<file path="src/rtl/bus_select_pkg.sv">
// Shared definitions for the bus chip-select controller: FSM states,
// the default memory map (RAM / IO / ROM) and the region index width helper.
package bus_select_pkg;

  typedef enum logic [1:0] {
    ST_IDLE   = 2'd0,
    ST_ACCESS = 2'd1,
    ST_DONE   = 2'd2,
    ST_ERR    = 2'd3
  } state_e;

  // Default map: region 0 RAM (fallback), region 1 IO, region 2 ROM
  localparam logic [15:0] RAM_BASE = 16'h0000;
  localparam logic [15:0] RAM_MASK = 16'h0000;
  localparam logic [2:0]  RAM_WS   = 3'd0;
  localparam logic [15:0] IO_BASE  = 16'hD000;
  localparam logic [15:0] IO_MASK  = 16'hF000;
  localparam logic [2:0]  IO_WS    = 3'd2;
  localparam logic [15:0] ROM_BASE = 16'hE000;
  localparam logic [15:0] ROM_MASK = 16'hE000;
  localparam logic [2:0]  ROM_WS   = 3'd1;

  // Bits needed to hold a region index; never narrower than one bit
  function automatic int region_idx_w(input int n);
    if (n <= 1) begin
      return 1;
    end else begin
      return $clog2(n);
    end
  endfunction

endpackage

</file>
<file path="src/rtl/bus_select_ctrl_if.sv">
// Bus-side bundle of the chip-select controller. The master drives the
// request, the controller (slave) returns selects, handshake and status.
interface bus_select_ctrl_if #(
  parameter int ADDR_W      = 16,
  parameter int NUM_REGIONS = 3
);
  logic [ADDR_W-1:0]      address;
  logic                   req;
  logic [NUM_REGIONS-1:0] cs_n;
  logic                   ready;
  logic                   decode_err;
  logic                   busy;
  logic [ADDR_W-1:0]      latched_addr;

  modport master (
    output address, req,
    input  cs_n, ready, decode_err, busy, latched_addr
  );

  modport slave (
    input  address, req,
    output cs_n, ready, decode_err, busy, latched_addr
  );
endinterface

</file>
<file path="src/rtl/bus_select_ctrl_region_match.sv">
// Combinational address decoder: per-region masked compare, highest index
// wins, and the default region is used only when nothing else matches.
module region_match
  import bus_select_pkg::*;
#(
  parameter int ADDR_W      = 16,
  parameter int NUM_REGIONS = 3,
  parameter int IDX_W       = region_idx_w(NUM_REGIONS),
  parameter logic [NUM_REGIONS*ADDR_W-1:0] REGION_BASE = {ROM_BASE, IO_BASE, RAM_BASE},
  parameter logic [NUM_REGIONS*ADDR_W-1:0] REGION_MASK = {ROM_MASK, IO_MASK, RAM_MASK},
  parameter int DEFAULT_REGION = 0
) (
  input  logic [ADDR_W-1:0] address,
  output logic              hit,
  output logic [IDX_W-1:0]  index
);

  localparam bit HAS_FALLBACK = (DEFAULT_REGION < NUM_REGIONS);

  logic [NUM_REGIONS-1:0] match_s;
  logic                   any_s;

  // Masked compare of every region except the fallback one
  always_comb begin
    match_s = {NUM_REGIONS{1'b0}};
    for (int i = 0; i < NUM_REGIONS; i++) begin
      match_s[i] = (i != DEFAULT_REGION) &&
                   ((address & REGION_MASK[i*ADDR_W +: ADDR_W]) ==
                    (REGION_BASE[i*ADDR_W +: ADDR_W] & REGION_MASK[i*ADDR_W +: ADDR_W]));
    end
  end

  // Ascending scan so the highest matching index overrides lower ones
  always_comb begin
    index = IDX_W'(0);
    for (int i = 0; i < NUM_REGIONS; i++) begin
      index = match_s[i] ? IDX_W'(i) : index;
    end
    any_s = |match_s;
    index = (!any_s && HAS_FALLBACK) ? IDX_W'(DEFAULT_REGION) : index;
    hit   = any_s || HAS_FALLBACK;
  end

endmodule

</file>
<file path="src/rtl/bus_select_ctrl.sv">
// Bus chip-select controller: decodes the request address into one of
// NUM_REGIONS active-low selects, inserts per-region wait states and
// returns a one-cycle ready (or decode_err for unmapped accesses).
module bus_select_ctrl
  import bus_select_pkg::*;
#(
  parameter int ADDR_W      = 16,
  parameter int NUM_REGIONS = 3,
  parameter int WS_W        = 3,
  parameter logic [NUM_REGIONS*ADDR_W-1:0] REGION_BASE = {ROM_BASE, IO_BASE, RAM_BASE},
  parameter logic [NUM_REGIONS*ADDR_W-1:0] REGION_MASK = {ROM_MASK, IO_MASK, RAM_MASK},
  parameter logic [NUM_REGIONS*WS_W-1:0]   REGION_WS   = {ROM_WS, IO_WS, RAM_WS},
  parameter int DEFAULT_REGION = 0
) (
  input logic             clk,
  input logic             reset,
  bus_select_ctrl_if.slave bus
);

  localparam int IDX_W = region_idx_w(NUM_REGIONS);

  state_e                 state_r, state_s;
  logic [WS_W-1:0]        cnt_r, ws_s;
  logic [ADDR_W-1:0]      addr_r;
  logic [IDX_W-1:0]       region_r, region_s, idx_s;
  logic [NUM_REGIONS-1:0] sel_s, cs_n_r;
  logic                   hit_s, accept_s, release_r;
  logic                   ready_r, decode_err_r, busy_r;

  region_match #(
    .ADDR_W         (ADDR_W),
    .NUM_REGIONS    (NUM_REGIONS),
    .IDX_W          (IDX_W),
    .REGION_BASE    (REGION_BASE),
    .REGION_MASK    (REGION_MASK),
    .DEFAULT_REGION (DEFAULT_REGION)
  ) u_match (
    .address (bus.address),
    .hit     (hit_s),
    .index   (idx_s)
  );

  // A new cycle starts only after req has been seen low since the last one
  assign accept_s = (state_r == ST_IDLE) && bus.req && !release_r;

  // Region currently owning the bus: freshly decoded on acceptance, else held
  always_comb begin
    region_s = (accept_s && hit_s) ? idx_s : region_r;
  end

  // Wait-state lookup for the decoded region and one-hot of the owning region
  always_comb begin
    ws_s  = WS_W'(0);
    sel_s = {NUM_REGIONS{1'b0}};
    for (int i = 0; i < NUM_REGIONS; i++) begin
      ws_s     = (idx_s == IDX_W'(i)) ? REGION_WS[i*WS_W +: WS_W] : ws_s;
      sel_s[i] = (region_s == IDX_W'(i));
    end
  end

  // Next-state logic; a dropped req in ACCESS aborts straight to IDLE
  always_comb begin
    state_s = state_r;
    case (state_r)
      ST_IDLE: begin
        if (accept_s) begin
          state_s = hit_s ? ST_ACCESS : ST_ERR;
        end else begin
          state_s = ST_IDLE;
        end
      end
      ST_ACCESS: begin
        if (!bus.req) begin
          state_s = ST_IDLE;
        end else if (cnt_r == WS_W'(0)) begin
          state_s = ST_DONE;
        end else begin
          state_s = ST_ACCESS;
        end
      end
      ST_DONE: state_s = ST_IDLE;
      ST_ERR:  state_s = ST_IDLE;
      default: state_s = ST_IDLE;
    endcase
  end

  // State register
  always_ff @(posedge clk) begin
    if (reset) begin
      state_r <= ST_IDLE;
    end else begin
      state_r <= state_s;
    end
  end

  // Registered outputs follow the next state; counter, latch and release flag
  always_ff @(posedge clk) begin
    if (reset) begin
      cnt_r        <= WS_W'(0);
      addr_r       <= ADDR_W'(0);
      region_r     <= IDX_W'(0);
      release_r    <= 1'b1;
      cs_n_r       <= {NUM_REGIONS{1'b1}};
      ready_r      <= 1'b0;
      decode_err_r <= 1'b0;
      busy_r       <= 1'b0;
    end else begin
      region_r     <= region_s;
      cs_n_r       <= ((state_s == ST_ACCESS) || (state_s == ST_DONE)) ?
                      ~sel_s : {NUM_REGIONS{1'b1}};
      ready_r      <= (state_s == ST_DONE);
      decode_err_r <= (state_s == ST_ERR);
      busy_r       <= (state_s != ST_IDLE);
      case (state_r)
        ST_IDLE: begin
          if (accept_s && hit_s) begin
            addr_r <= bus.address;
            cnt_r  <= ws_s;
          end else begin
            cnt_r  <= WS_W'(0);
          end
          release_r <= release_r && bus.req;
        end
        ST_ACCESS: begin
          if (bus.req && (cnt_r != WS_W'(0))) begin
            cnt_r <= cnt_r - WS_W'(1);
          end else begin
            cnt_r <= WS_W'(0);
          end
        end
        ST_DONE, ST_ERR: begin
          cnt_r     <= WS_W'(0);
          release_r <= 1'b1;
        end
        default: cnt_r <= WS_W'(0);
      endcase
    end
  end

  assign bus.cs_n         = cs_n_r;
  assign bus.ready        = ready_r;
  assign bus.decode_err   = decode_err_r;
  assign bus.busy         = busy_r;
  assign bus.latched_addr = addr_r;

endmodule

</file>
<file path="src/flat_wrapper.sv">
// flat-port wrapper written by rule: the top's interface ports become plain ports
module bus_select_ctrl_flat import bus_select_pkg::*;
#(
  parameter int ADDR_W      = 16,
  parameter int NUM_REGIONS = 3,
  parameter int WS_W        = 3,
  parameter logic [NUM_REGIONS*ADDR_W-1:0] REGION_BASE = {ROM_BASE, IO_BASE, RAM_BASE},
  parameter logic [NUM_REGIONS*ADDR_W-1:0] REGION_MASK = {ROM_MASK, IO_MASK, RAM_MASK},
  parameter logic [NUM_REGIONS*WS_W-1:0]   REGION_WS   = {ROM_WS, IO_WS, RAM_WS},
  parameter int DEFAULT_REGION = 0
)
  (clk, reset, bus_address, bus_req, bus_cs_n, bus_ready, bus_decode_err, bus_busy, bus_latched_addr);
  bus_select_ctrl_if #(.ADDR_W(ADDR_W), .NUM_REGIONS(NUM_REGIONS)) bus_i ();
  input logic clk;
  input logic reset;
  input wire logic [$bits(bus_i.address)-1:0] bus_address;
  input wire logic [$bits(bus_i.req)-1:0] bus_req;
  output wire logic [$bits(bus_i.cs_n)-1:0] bus_cs_n;
  output wire logic [$bits(bus_i.ready)-1:0] bus_ready;
  output wire logic [$bits(bus_i.decode_err)-1:0] bus_decode_err;
  output wire logic [$bits(bus_i.busy)-1:0] bus_busy;
  output wire logic [$bits(bus_i.latched_addr)-1:0] bus_latched_addr;
  assign bus_i.address = bus_address;
  assign bus_i.req = bus_req;
  assign bus_cs_n = bus_i.cs_n;
  assign bus_ready = bus_i.ready;
  assign bus_decode_err = bus_i.decode_err;
  assign bus_busy = bus_i.busy;
  assign bus_latched_addr = bus_i.latched_addr;
  bus_select_ctrl #(.ADDR_W(ADDR_W), .NUM_REGIONS(NUM_REGIONS), .WS_W(WS_W), .REGION_BASE(REGION_BASE), .REGION_MASK(REGION_MASK), .REGION_WS(REGION_WS), .DEFAULT_REGION(DEFAULT_REGION)) u_core (.clk(clk), .reset(reset), .bus(bus_i));
endmodule
</file>
<file path="config.mk">
export PLATFORM = sky130hd
export DESIGN_NAME = bus_select_ctrl_flat
export DESIGN_NICKNAME = d
export VERILOG_FILES = /design/src/rtl/bus_select_pkg.sv /design/src/rtl/bus_select_ctrl_if.sv /design/src/rtl/bus_select_ctrl_region_match.sv /design/src/rtl/bus_select_ctrl.sv /design/src/flat_wrapper.sv
export SDC_FILE = /design/constraint.sdc
export NUM_CORES = 1
export LEC_CHECK = 0
export ABC_AREA = 0
export CORE_ASPECT_RATIO = 1.75
export CORE_MARGIN = 2
export CORE_UTILIZATION = 35
export CTS_CLUSTER_SIZE = 24
export DETAILED_ROUTE_END_ITERATION = 16
export DONT_BUFFER_PORTS = 1
export HOLD_SLACK_MARGIN = 0.08
export SLEW_MARGIN = 20
export SYNTH_ARGS = -nofsm -noshare
export SYNTH_HDL_FRONTEND = slang
export SYNTH_HIERARCHICAL = 1
export SYNTH_SLANG_ARGS = --single-unit
</file>
<file path="constraint.sdc">
create_clock -name clk -period 5.2 [get_ports clk]
set_input_delay 1.04 -clock clk [delete_from_list [all_inputs] [get_ports clk]]
set_output_delay 1.04 -clock clk [all_outputs]
set_load 0.02 [all_outputs]
</file>
Yosys cells after proc, flatten, opt, wreduce, memory -nomap -nowiden
Index checks and enable logic that the tools add are counted.
W data, S select, Z words.
{"block": "totals", "reg_bits": 30, "in_bits": 19, "out_inout_bits": 22, "word_cells": 54}
{"block": "op_classes", "n_addsub": 1, "n_eq_ne": 12, "muxes": 14, "bitwise_logic": 2, "n_reduce_logical": 16}
{"operator": "$eq A2 B2 Y1 const B", "count": 6}
{"operator": "$mux W2", "count": 6}
{"operator": "$mux W3", "count": 3}
{"operator": "$pmux W3 S3", "count": 1}
{"operator": "$eq A2 B1 Y1 const B", "count": 4}
{"operator": "$pmux W2 S3", "count": 1}
{"operator": "$reduce_or A2 Y1", "count": 3}
{"operator": "$eq A4 B4 Y1 const B", "count": 1}
{"operator": "$logic_and A1 B1 Y1", "count": 4}
{"operator": "$logic_not A2 Y1", "count": 2}
{"operator": "$reduce_bool A2 Y1", "count": 2}
{"operator": "$eq A3 B3 Y1 const B", "count": 1}
{"operator": "$logic_not A3 Y1", "count": 1}
{"operator": "$not A3 Y3", "count": 1}
{"operator": "$reduce_bool A3 Y1", "count": 1}
{"operator": "$sub A3 B1 Y3 const B", "count": 1}
{"operator": "$mux W1", "count": 2}
{"operator": "$pmux W1 S2", "count": 1}
{"operator": "$reduce_and A2 Y1", "count": 1}
{"operator": "$logic_not A1 Y1", "count": 1}
{"operator": "$logic_or A1 B1 Y1", "count": 1}
{"operator": "$not A1 Y1", "count": 1}

Depth between registers and ports, before layout
{"block": "depth", "word_depth": 9, "ltp_mapped": 9, "ltp_nobuf": 9}

Hierarchy
Netlist, hierarchy kept.
{"module": "bus_select_ctrl", "n_inst": 1, "cells_per_inst": 139, "area_each_um2": 1315.0, "seq_area_each_um2": 600.6}
{"module": "region_match", "n_inst": 1, "cells_per_inst": 4, "area_each_um2": 28.8, "seq_area_each_um2": 0.0}

Least setup slack after synthesis
No wires, ideal clock.
{"block": "synth_path", "path_kind": "input -> register", "startpoint": "in bus_req", "endpoint": "reg u_core.cs_n_r[1] (netlist: u_core/bus.cs_n[1])", "setup_ns": 0.124, "arrival_time_ns": 2.467, "required_time_ns": 5.076, "slack_ns": 2.610, "path_stages": 6, "path_buffers": 0, "cell_sequence": "nor2b_1 -> nand3b_1 -> ha_1 -> or4b_2 -> a21oi_1 -> a31oi_1"}
{"block": "synth_between", "elab_chain_len": 8, "word_cells_on_any_way": 13, "classes_between": "eq/ne: 3; mux: 4; bitwise: 2; reduce/logical: 4"}
{"element": "from (decl)", "line": "flat_wrapper.sv:17", "rtl": "input wire logic [$bits(bus_i.req)-1:0] bus_req;"}
{"element": "$logic_and A1 B1 Y1 (2 in a row)", "line": "bus_select_ctrl.sv:44", "rtl": "assign accept_s = (state_r == ST_IDLE) && bus.req && !release_r;"}
{"element": "$mux W1", "line": "bus_select_ctrl.sv:66", "rtl": "if (accept_s) begin"}
{"element": "$pmux W2 S3", "line": "bus_select_ctrl.sv:64", "rtl": "case (state_r)"}
{"element": "$eq A2 B1 Y1 / $eq A2 B2 Y1 (equally long branches)", "line": "bus_select_ctrl.sv:109", "rtl": "cs_n_r <= ((state_s == ST_ACCESS) || (state_s == ST_DONE)) ?"}
{"element": "$logic_or A1 B1 Y1", "line": "bus_select_ctrl.sv:109"}
{"element": "$not A1 Y1 (no line)"}
{"element": "$reduce_or A2 Y1 (no line)"}
{"element": "to (signal assigned)", "line": "bus_select_ctrl.sv:103", "rtl": "cs_n_r <= {NUM_REGIONS{1'b1}};"}
{"element": "to (signal assigned)", "line": "bus_select_ctrl.sv:109"}
{"element": "to (decl)", "line": "bus_select_ctrl.sv:26", "rtl": "logic [NUM_REGIONS-1:0] sel_s, cs_n_r;"}
Parallel ways exist; a longest one is shown, timed or not.
A chain may end at the register's enable or synchronous reset.

Final worst setup path
{"block": "layout_path", "startpoint": "in bus_req", "endpoint": "reg u_core.region_r[0]"}
{"block": "layout_between", "elab_chain_len": 3}
{"element": "$logic_and A1 B1 Y1 (2 in a row)", "line": "bus_select_ctrl.sv:44"}
{"element": "$mux W2", "line": "bus_select_ctrl.sv:48", "rtl": "region_s = (accept_s && hit_s) ? idx_s : region_r;"}
{"element": "to (signal assigned)", "line": "bus_select_ctrl.sv:108", "rtl": "region_r <= region_s;"}
{"element": "to (decl)", "line": "bus_select_ctrl.sv:25", "rtl": "logic [IDX_W-1:0] region_r, region_s, idx_s;"}
Every way passes these cells.

==> run metrics <==
Vias=1025; Worst-Margin Slew=1.089 ns; CP required=5.32 ns; PostCTS Resize Cnt=0; top cells by area, synth=dfxtp_1 45%, nand4b_1 12%, nand2b_1 8.8%; Net Count, Synth=167; dpl ws=2.189 ns; yosys synthesis warning count=6; syn avg cell area=9.397 µm²; critical-path maximum fanout=23; Min Hold Slack=0.4673 ns; TritonCTS Sinks=30; Critical R2R Launch=u_core/cnt_r[0]$_SDFF_PP0_; Placement Rows=29; RSZ-0062 raised after global routing=false; cell count of the worst reg-to-reg path=9; synth unique cells=27; number of global-route vias before repair=990; Slew Limit Fails=0; Die ar.=0.004371 mm²; drc violations=0; Peak VDD IR=0.0002182 V; Hold Crit Start=u_core/cnt_r[0]$_SDFF_PP0_; fin nets=162; CTS Buffer Depth=2; post-synthesis async set-or-reset flop share=0%; placer congestion estimate=0.7494; grt total ovfl=0; top-level port count=41; FILL cells=382; highest-delay cell along the critical path=nor4b_4; Tot GR Track Use=14.57%; initial antenna violation count=0; Startpoint Class=input port; post-detail-place hpwl=1.964 mm; Hold Path Sink=u_core/cnt_r[0]$_SDFF_PP0_; Num CTS Buffers=5; Final Hold Fails=0; largest net degree at the start of global routing=48; slew margin rel.=27.12%; DP Cell Count=177; multi-input logic area=665.6 µm²; Reg area=600.6 µm²; Final min period=2.724 ns; DRT antenna net count=0; DIE WIDTH=50.84 µm; Starting Density=36.67%; global-route wire length before repair=4.733 mm; crit path buf inv count=0; final worst-path cycle share=52.39%; HP Class=flip-flop to flip-flop; core area=0.003665 mm²; Setup Skew=0.005777 ns; H-tree depth=2; detailed-route wire length per cell=16.03 µm; Die Height=85.97 µm; CTS tree=yes; Post-CTS Hold Fix Bufs=0; DR iter-0 viols=42; post-synth top area share=44.69%; list of most frequent post-synthesis cells=30 x dfxtp_1, 21 x o21ai_0, 19 x nand2b_1, 19 x nand4b_1, 7 x clkbuf_1; #FFs+latches synth=30; Antenna diodes=0; CP Data Arrival Time=2.84 ns; final non-filler cell total=185; hold path cells=1; crit path kind=input port to flip-flop; clk_lat worst skew=0.28 ns; CP endpoint kind=flip-flop; Max Freq=367.1 MHz; most frequent cell after synthesis=dfxtp_1; DP Area=0.001343 mm²; Flop pwr share=50.2%; Synth Instances=143; PwrDens=340.0 mW/mm²; Clock Pin Slew Worst Setup and Hold Paths=0.06 ns; CP top delay family=simple AND/OR/NAND/NOR gates; 1st-pass router iterations=4; sequential element share of the synthesized area=44.69%; R2R Setup Slk=2.63 ns; status=finished clean; Reg-to-Reg End=u_core/bus.cs_n[1]$_SDFF_PP1_; # setup viols final=0; part of the power in the clock network=44.2%; Leak Pwr=0.5042 nW; slowest stage delay, CP=0.86 ns; Logic pwr share=5.7%; final instance area=0.001453 mm²; final wirelength=2.966 mm; synthesized cell area=0.001344 mm²; total negative slack=0 ns; Int Power=0.3822 mW; Final WS setup=2.476 ns; Area growth syn-to-layout=8.100%; post-CTS setup buffer count=0; Vias per Instance=5.541; Sw Ratio=22.61%; PortBufs=0; Psw=0.1117 mW; Synth area leader=dfxtp_1; max-cap violations=0; Root Buffer=clkbuf_8; Synth Flop Type=dfxtp_1; critical-path cell list=nor4b_4 -> and2_1 -> o21ai_0; layout cells sized above 1=7.914%; EDFF count, synth=0
-- kinds of logic after synthesis --
logic type / synth area share, %
AO/OA/AOI/OAI: 10.06
adder cells (fa/ha/maj): 4.655
buffers and inverters: 5.773
flip-flops: 44.69
multiplexers: 0.7449
other: 0.2791
AND/OR/NAND/NOR: 33.80
-- layout by cell type, fill, tap and decap left out --
cell	instances
dfxtp_1	30
o21ai_0	21
nand2b_1	19
nand4b_1	19
clkbuf_8	8
nor2_1	6
nor2b_1	5
inv_1	5
ha_1	5
and2_1	2
a21oi_1	2
a31oi_1	2
nor4_1	2
nand4_1	2
nand3b_1	1
nor3_1	1
o21a_1	1
nor4b_4	1
or4b_1	1
nand2_1	1
or4b_2	1
mux2i_1	1
and4b_1	1
and3_2	1
conb_1	1
-- power by group through the flow --
stage	sequential, mW	clock [mW]	combinational, mW
after floorplan	0.252	0	0.0283
after global placement	0.253	0	0.0259
after detailed placement	0.253	0	0.0269
after CTS	0.248	0.224	0.0271
after global routing	0.249	0.236	0.0310
final	0.248	0.218	0.0279
-- layer usage --
layer | vias to the layer above | GRT usage [%] | wire length (µm)
met4 | 0 | 6.634 | 53
met5 | - | 0 | 0
met2 | 40 | 25.12 | 1558
li1 | 492 | - | -
met3 | 5 | 6.969 | 228
met1 | 488 | 14.47 | 1125
-- stage by stage --
| stage | power [mW] | utilization [%] |
|---|---|---|
| floorplan | 0.2799 | - |
| global placement | 0.2790 | 36.63 |
| CTS | 0.4990 | 39.64 |
| finish | 0.4939 | 39.64 |
| detailed placement | 0.2801 | 36.63 |
| global route | 0.5154 | 39.64 |
-- worst max-delay path by stage --
stage	start	to	slack, ns	depth (start not counted)
after global routing	bus_req	u_core/region_r[0]$_SDFF_PP0_	2.35	3
after detailed placement	bus_req	u_core/region_r[0]$_SDFF_PP0_	2.19	3
after global placement	bus_req	u_core/bus.cs_n[1]$_SDFF_PP1_	2.34	3
after CTS	bus_req	u_core/region_r[0]$_SDFF_PP0_	2.49	3
after floorplan	bus_req	u_core/bus.cs_n[1]$_SDFF_PP1_	2.61	6
final	bus_req	u_core/region_r[0]$_SDFF_PP0_	2.48	3
-- final cells by class --
type,count,share of cell area [%]
clock buffer,8,7.580
inverter,5,1.292
tap,46,3.962
multi-input combinational,96,45.82
sequential,30,41.34
-- sequential cells by signal, summed over array words and instances (netlist names) --
register	flops
u_core/cnt_r	3
u_core/bus.decode_err	1
u_core/region_r	2
u_core/bus.cs_n	3
u_core/bus.busy	1
u_core/release_r	1
u_core/state_r	2
u_core/bus.latched_addr	16
u_core/bus.ready	1
(Power assumes the default switching activity.)
